<file path="config.mk">
export PLATFORM = sky130hd
export DESIGN_NAME = multicycle_controller
export DESIGN_NICKNAME = d
export VERILOG_FILES = /design/src/rtl/multicycle_controller.sv
export SDC_FILE = /design/constraint.sdc
export NUM_CORES = 1
export LEC_CHECK = 0
export BUFFER_PORTS_ARGS = -buffer_cell sky130_fd_sc_hd__buf_2
export CORE_MARGIN = 2
export CORE_UTILIZATION = 34
export DETAILED_ROUTE_END_ITERATION = 8
export GPL_ROUTABILITY_DRIVEN = 0
export HOLD_SLACK_MARGIN = 0.05
export MAX_ROUTING_LAYER = met4
export SETUP_SLACK_MARGIN = 0.4
export SLEW_MARGIN = 10
export SYNTH_ARGS = -nofsm -noshare
export SYNTH_HDL_FRONTEND = slang
export SYNTH_SLANG_ARGS = --single-unit
</file>
<file path="constraint.sdc">
create_clock -name clk -period 5.8 [get_ports clk]
set_clock_uncertainty 0.15 [all_clocks]
set_input_delay 1.16 -clock clk [delete_from_list [all_inputs] [get_ports clk]]
set_output_delay 1.16 -clock clk [all_outputs]
set_load 0.05 [all_outputs]
</file>
<file path="src/rtl/multicycle_controller.sv">
// Multicycle MIPS-subset control unit.
// A 13-state FSM sequences fetch, decode, execute, memory and writeback
// steps and drives the datapath controls for each step. It also counts
// retired instructions and flags opcodes or functs it cannot decode.
module multicycle_controller #(
   parameter int SUPPORT_ADDI = 1,
   parameter int SUPPORT_BNE  = 1,
   parameter int MEM_WAIT     = 1,
   parameter int CNT_W        = 16
) (
   input  logic             clk,
   input  logic             reset,
   input  logic [5:0]       op,
   input  logic [5:0]       funct,
   input  logic             zero,
   input  logic             mem_ready,
   output logic             iord,
   output logic             memwrite,
   output logic             irwrite,
   output logic             regdst,
   output logic             memtoreg,
   output logic             regwrite,
   output logic             alusrca,
   output logic [1:0]       alusrcb,
   output logic [1:0]       pcsrc,
   output logic [2:0]       alucontrol,
   output logic             pcen,
   output logic             illegal,
   output logic [3:0]       state,
   output logic [CNT_W-1:0] retired
);

   typedef enum logic [3:0] {
      FETCH   = 4'd0,
      DECODE  = 4'd1,
      MEMADR  = 4'd2,
      MEMRD   = 4'd3,
      MEMWB   = 4'd4,
      MEMWR   = 4'd5,
      RTYPEEX = 4'd6,
      RTYPEWB = 4'd7,
      BEQEX   = 4'd8,
      BNEEX   = 4'd9,
      ADDIEX  = 4'd10,
      ADDIWB  = 4'd11,
      JEX     = 4'd12
   } state_t;

   localparam logic [5:0] OP_RTYPE = 6'b000000;
   localparam logic [5:0] OP_J     = 6'b000010;
   localparam logic [5:0] OP_BEQ   = 6'b000100;
   localparam logic [5:0] OP_BNE   = 6'b000101;
   localparam logic [5:0] OP_ADDI  = 6'b001000;
   localparam logic [5:0] OP_LW    = 6'b100011;
   localparam logic [5:0] OP_SW    = 6'b101011;

   state_t           state_reg;
   state_t           state_next;
   logic [CNT_W-1:0] retired_reg;
   logic             retire_next;
   logic             mem_done;
   logic             pcwrite;
   logic             funct_ok;
   logic [2:0]       funct_alu;
   logic             op_ok;

   // A memory access completes this cycle (always true when waiting is disabled)
   assign mem_done = mem_ready | (MEM_WAIT == 0);

   // Map an R-type funct field to its ALU operation
   always_comb begin
      funct_ok  = 1'b1;
      funct_alu = 3'b010;
      case (funct)
         6'b100000: funct_alu = 3'b010;
         6'b100010: funct_alu = 3'b110;
         6'b100100: funct_alu = 3'b000;
         6'b100101: funct_alu = 3'b001;
         6'b101010: funct_alu = 3'b111;
         default:   funct_ok  = 1'b0;
      endcase
   end

   // Decide whether the opcode is supported by this build
   always_comb begin
      op_ok = 1'b0;
      case (op)
         OP_LW, OP_SW, OP_RTYPE, OP_BEQ, OP_J: op_ok = 1'b1;
         OP_BNE:  op_ok = (SUPPORT_BNE != 0);
         OP_ADDI: op_ok = (SUPPORT_ADDI != 0);
         default: op_ok = 1'b0;
      endcase
   end

   // Next-state selection and detection of a completing instruction
   always_comb begin
      state_next  = state_reg;
      retire_next = 1'b0;
      case (state_reg)
         FETCH:   if (mem_done) state_next = DECODE;
         DECODE: begin
            case (op)
               OP_LW, OP_SW: state_next = MEMADR;
               OP_RTYPE:     state_next = RTYPEEX;
               OP_BEQ:       state_next = BEQEX;
               OP_BNE:       state_next = (SUPPORT_BNE != 0) ? BNEEX : FETCH;
               OP_ADDI:      state_next = (SUPPORT_ADDI != 0) ? ADDIEX : FETCH;
               OP_J:         state_next = JEX;
               default:      state_next = FETCH;
            endcase
         end
         MEMADR:  state_next = (op == OP_SW) ? MEMWR : MEMRD;
         MEMRD:   if (mem_done) state_next = MEMWB;
         MEMWR: begin
            if (mem_done) begin
               state_next  = FETCH;
               retire_next = 1'b1;
            end
         end
         RTYPEEX: state_next = funct_ok ? RTYPEWB : FETCH;
         ADDIEX:  state_next = ADDIWB;
         MEMWB, RTYPEWB, BEQEX, BNEEX, ADDIWB, JEX: begin
            state_next  = FETCH;
            retire_next = 1'b1;
         end
         default: state_next = FETCH;
      endcase
   end

   // State register and retired-instruction counter; reset overrides both
   always_ff @(posedge clk) begin
      if (reset) begin
         state_reg   <= FETCH;
         retired_reg <= '0;
      end else begin
         state_reg <= state_next;
         if (retire_next) retired_reg <= retired_reg + CNT_W'(1);
      end
   end

   // Datapath controls decoded from the current state
   always_comb begin
      iord       = 1'b0;
      memwrite   = 1'b0;
      irwrite    = 1'b0;
      regdst     = 1'b0;
      memtoreg   = 1'b0;
      regwrite   = 1'b0;
      alusrca    = 1'b0;
      alusrcb    = 2'b00;
      pcsrc      = 2'b00;
      alucontrol = 3'b000;
      illegal    = 1'b0;
      pcwrite    = 1'b0;
      case (state_reg)
         FETCH: begin
            alusrcb    = 2'b01;
            alucontrol = 3'b010;
            irwrite    = mem_done;
            pcwrite    = mem_done;
         end
         DECODE: begin
            alusrcb    = 2'b11;
            alucontrol = 3'b010;
            illegal    = ~op_ok;
         end
         MEMADR, ADDIEX: begin
            alusrca    = 1'b1;
            alusrcb    = 2'b10;
            alucontrol = 3'b010;
         end
         MEMRD:   iord = 1'b1;
         MEMWR: begin
            iord     = 1'b1;
            memwrite = 1'b1;
         end
         MEMWB: begin
            regwrite = 1'b1;
            memtoreg = 1'b1;
         end
         RTYPEEX: begin
            alusrca    = 1'b1;
            alucontrol = funct_ok ? funct_alu : 3'b010;
            illegal    = ~funct_ok;
         end
         RTYPEWB: begin
            regwrite = 1'b1;
            regdst   = 1'b1;
         end
         BEQEX, BNEEX: begin
            alusrca    = 1'b1;
            alucontrol = 3'b110;
            pcsrc      = 2'b01;
         end
         ADDIWB:  regwrite = 1'b1;
         JEX:     pcsrc = 2'b10;
         default: ;
      endcase
   end

   // PC enable combines the fetch increment with taken branches and jumps
   assign pcen = pcwrite
               | ((state_reg == BEQEX) & zero)
               | ((state_reg == BNEEX) & ~zero)
               | (state_reg == JEX);

   assign state   = state_reg;
   assign retired = retired_reg;

endmodule

</file>
==> flow_summary.ini <==
[synthesis]
yosysWarnings = 0
synth_compound_area_share_pct = 24.7
synth.top_cells.by_area = dfxtp_1 28%, a21oi_1 5.9%, or4_1 4.7%, nor2_1 4.4%, o21ai_0 3.5%
ys.flop_type = dfxtp_1
synth-xor-area-share_pct = 2.43
synth_top_area_share_pct = 27.7
netlist_instances = 193
synth_top_family_by_area = simple AND/OR/NAND/NOR gates
synth_adder_area_share_pct = 0.867
ys_types = 48
synth.avg_cell_area_um2 = 7.48
synth_simple_gate_area_share_pct = 34.4
synthMuxAreaShare_pct = 3.81
synth_edf_count = 0
synth_fp_nets = 210
ys_seq_elements = 20
synth_area_leader_cell = dfxtp_1
synth_area_um2 = 1440
async_reset_ff_share_pct = 0
seq_area_frac_synth_pct = 27.7

[floorplan]
die_h_um = 69.2
rows = 23
dieArea_um2 = 4780
coreArea_um2 = 4060
num_io_pins = 52
start_util_pct = 35.6
die_w_um = 69.2

[clock_tree]
h-tree-depth = 1
cts.hold.buffers_added = 0
ctsRootBufferMaster = clkbuf_8
postCtsSetupBuffers = 0
cts_buffer_depth = 2
cts_inserted_buffers = 3
clock_latency_ns = 0.26
cts.reportedPaths.clkPinSlew_ns = 0.07
post_cts_resize_count = 0
cts_tree = done
cts_sinks = 20

[detailed_routing]
ant_nets = 0
vias = 1585
drt_iter0_markers = 83
drc_errors = 0
wl_mm = 3.73
wl_per_cell_um = 13.1
via_per_inst = 5.56
firstDrtPassIters = 4

[cells_and_area]
largest_reg_flops = 16
areaGrowthSynthToFinish_pct = 22.7
fin_nets = 253
n_antenna_cell = 0
drive_above_1_share_pct = 25.5
final_cells = 285

[sta]
fmax_ghz = 0.282
fin_crit_sh_pct = 61.2
finalSetupViolations = 0
maxSlewViolCount = 0
rsz0062_at_grt = false
hold_viol_final = 0
worstMarginPinSlew_ns = 0.811
max-slew-margin-rel_pct = 45.9
fin_tns_setup_ns = 0
finalCriticalPeriod_ns = 3.55

[run]
drv_cap = 0

[power]
internal_power_uw = 265
power.share.clock_pct = 34.6
p_leak_uw = 0.000705
cellPowerDensity_nw_per_um2 = 228
combinationalPowerShare_pct = 27.5
swShare_pct = 34.5
p_sw_uw = 139
ir_drop_mv = 0.117
power_frac_seq_pct = 37.9

[critical_path]
critical_path.cell_chain = buf_2 -> nor2b_1 -> a21oi_1 -> o41ai_1 -> o32ai_1 -> buf_2
crit_path_end_kind = output pin
cp.arrival_ns = 2.24
path_delay_family = compound AO/OA/AOI/OAI gates
path_buf_inv = 2
cpPeakStageDelay_ns = 0.30
crit_fanout = 5
required_ns = 4.49
cp_slowest_cell = o41ai_1
worst_path_most_repeated_cell = buf_2
critPathKind = input port to output pin
cp-start-kind = input port

[placed_design]
dp_hpwl_mm = 2.63
io_buffers = 51
dpl.cell_count = 281

[hold_path]
hp-class = flip-flop to flip-flop

[global_routing]
grt_usage_pct = 16.3
grt_pass1_wl_mm = 6.50
grt.overflow.total = 0
antenna_found_initial = 0
grt_start_max_net_pins = 26
grt_pass1_vias = 1425

[outcome]
status = finished, final reports clean
-- per-layer routing --
metal	wire [um]	part of all wire, %	up-vias	GRT usage, %
li1	-	-	821	-
met1	1810	49	720	21.0
met2	1720	46	39	26.2
met3	154	4.1	5	2.78
met4	44	1.2	0	5.01
met5	0	0	-	-
-- cells by family after synthesis --
logic type	after synthesis
simple gates	89
compound gates	54
buf+inv	20
flops	20
mux	5
xor+xnor	4
fa+ha+maj	1
-- area by class of cell --
type | count | area [um2]
timing repair buffer | 51 | 255
multi-input combinational | 153 | 956
tap | 50 | 62.6
fill | 415 | 2290
clock buffer | 3 | 41.3
inverter | 7 | 26.3
clock inverter | 1 | 30.0
sequential | 20 | 400
-- Yosys cell counts (6+ instances only) --
master    number
dfxtp_1       20
a21oi_1       17
nor2_1        17
nand2_1       13
o21ai_0       10
or4_1          9
nor3_1         8
or3_1          8
clkbuf_1       7
inv_1          7
nor2b_1        6
o31ai_1        6
-- power groups by stage --
| stage | registers [uW] | clock network [uW] | logic [uW] |
|---|---|---|---|
| 6_report | 153 | 140 | 111 |
| 3_3_place_gp | 157 | 0 | 111 |
| 2_1_floorplan | 159 | 0 | 80.0 |
| 4_1_cts | 153 | 146 | 112 |
| 3_5_place_dp | 156 | 0 | 111 |
| 5_1_grt | 154 | 151 | 120 |
-- path summary, 6_finish.rpt --
kind                             from                        to  slack (ns)  cells after the start
max reg2reg     state[2]$_SDFFE_PP0P_  retired[14]$_SDFFE_PP0P_        3.28                      4
max                             op[2]                   illegal        2.25                      6
min reg2reg  retired[10]$_SDFFE_PP0P_  retired[10]$_SDFFE_PP0P_        0.36                      2
min          retired[10]$_SDFFE_PP0P_  retired[10]$_SDFFE_PP0P_        0.36                      2
-- worst reg2reg max path: cells and delay by family (launching register included) --
family          cells  cell delay (ns)
compound gates      2             0.74
flops               1             0.85
simple gates        2             0.71
-- placed cells by master (no fill, tap or decap), drive strengths merged, types with 2 or more instances in the layout --
cell type,n
nor4b,3
nand2b,3
mux2,4
nand2,13
a21o,2
a22oi,2
o31ai,6
o21ai,10
nand3,5
clkbuf,3
xor2,3
a21oi,17
dfxtp,20
nor2b,6
nor4,3
or4,9
nor3,8
nor2,17
o21bai,2
and4,2
inv,7
and3,2
o32ai,3
nand4,5
buf,51
or3,8
-- stage by stage --
step	power [uW]	util [%]	hold WS, ns	instance area [um2]	setup WS (ns)
floorplan	239	-	0.565	1440	1.61
global placement	268	41.9	0.337	1700	2.24
detailed placement	268	41.9	0.337	1700	2.23
CTS	411	43.7	0.353	1770	2.24
global route	425	43.7	0.385	1770	2.12
finish	404	43.7	0.357	1770	2.25
(Power assumes the default switching activity.)
